## config.mk

```make
export PLATFORM = sky130hd
export DESIGN_NAME = ones_comp_seq_div
export DESIGN_NICKNAME = d
export VERILOG_FILES = /design/src/rtl/ones_comp_pkg.sv /design/src/rtl/ones_comp_div_step.sv /design/src/rtl/ones_comp_seq_div.sv
export SDC_FILE = /design/constraint.sdc
export NUM_CORES = 1
export LEC_CHECK = 0
export BUFFER_PORTS_ARGS = -buffer_cell sky130_fd_sc_hd__clkbuf_2
export CAP_MARGIN = 20
export CORE_MARGIN = 2
export CORE_UTILIZATION = 55
export DETAILED_ROUTE_END_ITERATION = 10
export MAX_ROUTING_LAYER = met4
export PLACE_DENSITY = 0.76
export SETUP_SLACK_MARGIN = 0.2
export SKIP_CTS_REPAIR_TIMING = 1
export SLEW_MARGIN = 25
export SYNTH_ARGS = -nofsm -noshare
export SYNTH_HDL_FRONTEND = slang
export SYNTH_SLANG_ARGS = --single-unit
```

## constraint.sdc

```tcl
create_clock -name clk -period 8.15 [get_ports clk]
set_input_delay 1.63 -clock clk [delete_from_list [all_inputs] [get_ports clk]]
set_output_delay 1.63 -clock clk [all_outputs]
set_load 0.01 [all_outputs]
```

## src/rtl/ones_comp_pkg.sv

```systemverilog
// Shared types and one's-complement helpers for the sequential divider.
package ones_comp_pkg;
    localparam int NUM_BIT = 15;

    typedef logic [NUM_BIT-1:0]   word_t;
    typedef logic [2*NUM_BIT-1:0] dword_t;

    typedef enum logic [2:0] {IDLE, PREP, ITER, FIX, DONE} div_state_e;

    function automatic word_t oc_neg(input word_t x);
        return ~x;
    endfunction

    function automatic word_t oc_abs(input word_t x);
        return x[NUM_BIT-1] ? ~x : x;
    endfunction

    // Both +0 and -0 count as zero in one's complement.
    function automatic logic oc_is_zero(input word_t x);
        return (x == '0) || (x == '1);
    endfunction
endpackage

```

## src/rtl/ones_comp_div_step.sv

```systemverilog
// One combinational restoring-division step on magnitudes.
module ones_comp_div_step #(
    parameter int WIDTH = 15
) (
    input  logic [WIDTH-2:0] rem_in,
    input  logic             bit_in,
    input  logic [WIDTH-2:0] dmag,
    output logic [WIDTH-2:0] rem_out,
    output logic             q_bit
);
    logic [WIDTH-1:0] trial;
    logic [WIDTH-1:0] diff;

    assign trial   = {rem_in, bit_in};
    assign diff    = trial - {1'b0, dmag};
    assign q_bit   = trial >= {1'b0, dmag};
    // With q_bit clear, trial < dmag so its top bit is zero and it still fits.
    assign rem_out = q_bit ? diff[WIDTH-2:0] : trial[WIDTH-2:0];
endmodule

```

## src/rtl/ones_comp_seq_div.sv

```systemverilog
// Multi-cycle one's-complement divider (2W/W -> W quotient and remainder).
// Define ONES_COMP_DIV_RADIX4_EN to retire two quotient bits per iteration cycle.
module ones_comp_seq_div
    import ones_comp_pkg::*;
#(
    parameter int WIDTH = NUM_BIT
) (
    input  logic               clk,
    input  logic               rst_n,
    input  logic               start_valid,
    output logic               start_ready,
    input  logic [2*WIDTH-1:0] numer,
    input  logic [WIDTH-1:0]   denom,
    output logic               res_valid,
    input  logic               res_ready,
    output logic [WIDTH-1:0]   quot,
    output logic [WIDTH-1:0]   remain,
    output logic               overflow_flag,
    output logic               div_zero_flag
);
    localparam int MW = WIDTH - 1;
`ifdef ONES_COMP_DIV_RADIX4_EN
    localparam int BITS_PER_CYC = 2;
`else
    localparam int BITS_PER_CYC = 1;
`endif
    localparam int ITER_CYC = MW / BITS_PER_CYC;
    localparam int CNT_W    = $clog2(ITER_CYC + 1);
    localparam logic [WIDTH-1:0] MAX_MAG = {1'b0, {MW{1'b1}}};

    div_state_e         state;
    logic [CNT_W-1:0]   cnt;
    logic [2*WIDTH-1:0] numer_r;
    logic [WIDTH-1:0]   denom_r;
    logic [MW-1:0]      dmag_r, rem_r, lo_r, qmag_r;
    logic [MW-1:0]      rem_next, lo_next, qmag_next;
    logic [2*WIDTH-2:0] nmag;
    logic [WIDTH-1:0]   dabs;
    logic               sn, sd, dzero, ovf;

    assign sn    = numer_r[2*WIDTH-1];
    assign sd    = denom_r[WIDTH-1];
    assign nmag  = sn ? ~numer_r[2*WIDTH-2:0] : numer_r[2*WIDTH-2:0];
    assign dabs  = oc_abs(denom_r);
    assign dzero = oc_is_zero(denom_r);
    // Upper half >= divisor means the quotient needs more than WIDTH-1 bits.
    assign ovf   = nmag[2*WIDTH-2:MW] >= dabs;

`ifdef ONES_COMP_DIV_RADIX4_EN
    if ((MW % 2) != 0) begin : g_width_check
        $error("ones_comp_seq_div: radix-4 needs WIDTH-1 even");
    end

    logic [MW-1:0] rem_mid;
    logic          q_hi, q_lo;

    ones_comp_div_step #(.WIDTH(WIDTH)) u_step_hi (
        .rem_in(rem_r), .bit_in(lo_r[MW-1]), .dmag(dmag_r), .rem_out(rem_mid), .q_bit(q_hi)
    );
    ones_comp_div_step #(.WIDTH(WIDTH)) u_step_lo (
        .rem_in(rem_mid), .bit_in(lo_r[MW-2]), .dmag(dmag_r), .rem_out(rem_next), .q_bit(q_lo)
    );
    assign lo_next   = lo_r << 2;
    assign qmag_next = {qmag_r[MW-3:0], q_hi, q_lo};
`else
    logic q_b;

    ones_comp_div_step #(.WIDTH(WIDTH)) u_step (
        .rem_in(rem_r), .bit_in(lo_r[MW-1]), .dmag(dmag_r), .rem_out(rem_next), .q_bit(q_b)
    );
    assign lo_next   = lo_r << 1;
    assign qmag_next = {qmag_r[MW-2:0], q_b};
`endif

    // Datapath: operand capture, magnitude setup, iteration
    always_ff @(posedge clk) begin
        case (state)
            IDLE: if (start_valid && start_ready) begin
                numer_r <= numer;
                denom_r <= denom;
            end
            PREP: begin
                dmag_r <= dabs[MW-1:0];
                rem_r  <= nmag[2*WIDTH-3:MW];
                lo_r   <= nmag[MW-1:0];
                qmag_r <= '0;
            end
            ITER: begin
                rem_r  <= rem_next;
                lo_r   <= lo_next;
                qmag_r <= qmag_next;
            end
            default: ;
        endcase
    end

    // Control FSM with registered outputs
    always_ff @(posedge clk or negedge rst_n) begin
        if (!rst_n) begin
            state         <= IDLE;
            cnt           <= '0;
            start_ready   <= 1'b1;
            res_valid     <= 1'b0;
            quot          <= '0;
            remain        <= '0;
            overflow_flag <= 1'b0;
            div_zero_flag <= 1'b0;
        end else begin
            case (state)
                IDLE: if (start_valid) begin
                    state       <= PREP;
                    start_ready <= 1'b0;
                end
                PREP: begin
                    cnt <= '0;
                    if (dzero || ovf) begin
                        quot          <= (sn ^ sd) ? oc_neg(MAX_MAG) : MAX_MAG;
                        remain        <= sn ? '1 : '0;
                        div_zero_flag <= dzero;
                        overflow_flag <= !dzero;
                        state         <= DONE;
                    end else begin
                        state <= ITER;
                    end
                end
                ITER: begin
                    cnt <= cnt + 1'b1;
                    if (cnt == CNT_W'(ITER_CYC - 1)) state <= FIX;
                end
                FIX: begin
                    quot          <= (sn ^ sd) ? oc_neg({1'b0, qmag_r}) : {1'b0, qmag_r};
                    remain        <= sn ? oc_neg({1'b0, rem_r}) : {1'b0, rem_r};
                    div_zero_flag <= 1'b0;
                    overflow_flag <= 1'b0;
                    state         <= DONE;
                end
                DONE: begin
                    if (res_valid && res_ready) begin
                        res_valid   <= 1'b0;
                        start_ready <= 1'b1;
                        state       <= IDLE;
                    end else begin
                        res_valid <= 1'b1;
                    end
                end
                default: state <= IDLE;
            endcase
        end
    end
endmodule
```

==> results.cfg <==
[grt]
grtUsageMet2_pct = 30.9
grt_pass1_wl_um = 22200
grt_max_degree = 61
grt_util_met1_pct = 28.9
grt_usage_pct = 20.9
gr-usage-met3_pct = 3.88
top_usage_layer = met2
grt.overflow.total = 0
antenna_found_initial = 0
grt_pass1_vias = 4424

[floorplanning]
pin_count = 83
row_count = 41
die_h_um = 118
core_sq_um = 12700
start_util_pct = 56.3
dieArea_sq_um = 13900
die_w_um = 118

[route]
dr.first_iter.drc_count = 340
wl_um = 13300
via_count = 4588
dr.pass1.iters = 5
drcViolationCount = 0
vias_per_cell = 5.49
detail-route-antenna-nets = 0
wire_per_inst_um = 16.0

[clock_network]
cts_tree = built
cts_buffer_depth = 2
clkSinkCount = 142
cts_buffers = 17
htreeDepth = 4
insertion_delay_ns = 0.43
path_clk_slew_ns = 0.06
root_buffer = clkbuf_16

[timing]
setup_ws_ns = 4.61
maxSlewHeadroom_pct = 34.3
fin_worst_hold_slack_ns = 0.515
rsz0062_at_grt = false
period_share_pct = 43.5
drv_slew = 0
setup_viol = 0
setup_tns_ns = 0
fin_skew_ns = 0.0165
fmax_mhz = 282
hold_viol_final = 0
period_needed_ns = 3.54
worstMarginPinSlew_ns = 0.985

[power]
power_switching_mw = 1.04
ir_drop_v = 0.000169
p_leak_nw = 3.28
switching_share_pct = 35.3
p_clk_share_pct = 22.6
combPwrFrac_pct = 36.7
internal_power_mw = 1.91
pwr-share-seq_pct = 40.7
p_per_area_nw_per_um2 = 362

[flow_run]
max_cap_viol_count = 0

[setup_path]
critPathMaxFanout = 17
path_delay_family = compound AO/OA/AOI/OAI gates
path_cells = xor2_1 -> inv_1 -> ha_1 -> a21o_1 -> a211o_1 -> a21oi_4 -> o311ai_4 -> o21ai_2 -> mux2_1
crit_path_max_incr_delay_ns = 0.94
critPathBufInv = 1
worstPathRequired_ns = 8.45
cp_slowest_cell = edfxtp_1
critPathLaunchType = flip-flop
worst_ep_arrival_time_ns = 3.84
crit_type = flip-flop to flip-flop
endpoint_kind = flip-flop

[finish]
final_util_pct = 64.5
fin_area_sq_um = 8170
final_nets = 729
drive_gt1_share_pct = 20.5
antenna_cells = 0
fillers = 991
areaGrowthSynthToFinish_pct = 14.4

[yosys]
synth-edff-count = 101
synth_fp_nets = 650
synth_cells = 571
synth_area_per_cell_sq_um = 12.5
ys_dominant_reg_cell = edfxtp_1
yosys.cell_types.count = 63
netlist_area_sq_um = 7140
yosysSeqAreaShare_pct = 56.9
synthArstFlopShare_pct = 28.9
yosysWarnings = 0
ys_ff_latch = 142

[placement]
dpl-instance-area_sq_um = 7660
dp_worst_setup_slack_ns = 4.65
hpwl_um = 9610
port_buffers = 82
place_congestion = 0.873

[min_path]
holdCritPathClass = flip-flop to flip-flop

[outcome]
outcome = completed
## through the flow
stage               std cells  power [mW]
floorplan                 571        1.99
global placement          803        2.25
detailed placement        803        2.29
CTS                       835        2.96
global route              835        3.14
finish                    835        2.95
## placed cells by master (no fill, tap or decap), drive strengths merged, types with 8 or more instances in the layout
cell type	count
a21oi	19
a221o	14
a31oi	8
and3	17
clkbuf	106
dfrtp	40
edfxtp	101
ha	29
inv	33
nand2	29
nand2b	14
nor2	21
o21ai	32
o221a	14
xnor2	49
xor2	34
## sequential cells by signal, indices dropped and copies added (netlist names)
name,count
remain,15
rem_r,14
numer_r,30
cnt,4
dmag_r,14
start_ready,1
overflow_flag,1
quot,15
div_zero_flag,1
res_valid,1
state,3
denom_r,15
lo_r,14
qmag_r,14
## path summary, 6_finish.rpt
check	from	endpoint	slack (ns)	cells after the start
setup / recovery	denom_r[14]	remain[14]	4.61	9
hold / removal	quot[13]	quot[13]	0.51	1
setup reg to reg	denom_r[14]	remain[14]	4.61	9
hold reg to reg	quot[13]	quot[13]	0.51	1
max in group asynchronous	rst_n	state[1]	6.27	1
min in group asynchronous	rst_n	remain[9]	1.33	1
## cell usage after synthesis (4+ instances only)
cell type,count,share of area (%)
a21o_1,4,0.42
a21oi_1,18,1.3
a221o_1,14,2.0
a31oi_1,6,0.53
and3_1,17,1.5
buf_1,4,0.21
buf_2,5,0.35
buf_6,4,0.63
clkbuf_1,12,0.63
dfrtp_1,40,14
edfxtp_1,101,42
ha_1,29,5.1
inv_1,33,1.7
mux2i_1,7,0.98
nand2_1,29,1.5
nand2b_1,14,1.2
nand3_1,7,0.49
nand4_1,7,0.61
nor2_1,21,1.1
nor2b_1,6,0.53
nor3_1,6,0.42
nor4_1,5,0.44
o21a_1,4,0.42
o21ai_0,26,1.8
o21ai_1,5,0.35
o221a_2,14,2.2
o22ai_1,7,0.61
or4_1,4,0.42
xnor2_1,48,5.9
xor2_1,33,4.0
## cell families after synthesis
family                   share of synthesized area, %
flip-flops                                       56.9
buffers and inverters                            3.66
adder cells (fa/ha/maj)                          5.36
AO/OA/AOI/OAI                                    13.3
multiplexers                                     1.14
XOR/XNOR                                         10.6
AND/OR/NAND/NOR                                  9.06
## final cells by class
cell class	instances	area, sq um	area share (%)
Clock buffer	25	465	5.70
Clock inverter	7	41.3	0.506
Inverter	33	124	1.52
Multi-Input combinational cell	370	2820	34.5
Sequential cell	142	4060	49.7
Tap cell	172	215	2.64
Timing Repair Buffer	86	440	5.39
## layer usage
metal | share of wire, % | vias up
met5 | 0 | -
met4 | 1.6 | 0
met3 | 4.9 | 19
met2 | 46 | 146
met1 | 48 | 2145
li1 | - | 2278
## power groups by stage
stage	sequential, mW	clock, mW	combinational [mW]
6_report	1.20	0.667	1.08
4_1_cts	1.20	0.677	1.08
2_1_floorplan	1.20	0	0.782
3_3_place_gp	1.20	0	1.05
5_1_grt	1.23	0.711	1.20
3_5_place_dp	1.21	0	1.07
Power figures use the tool's default switching activity.
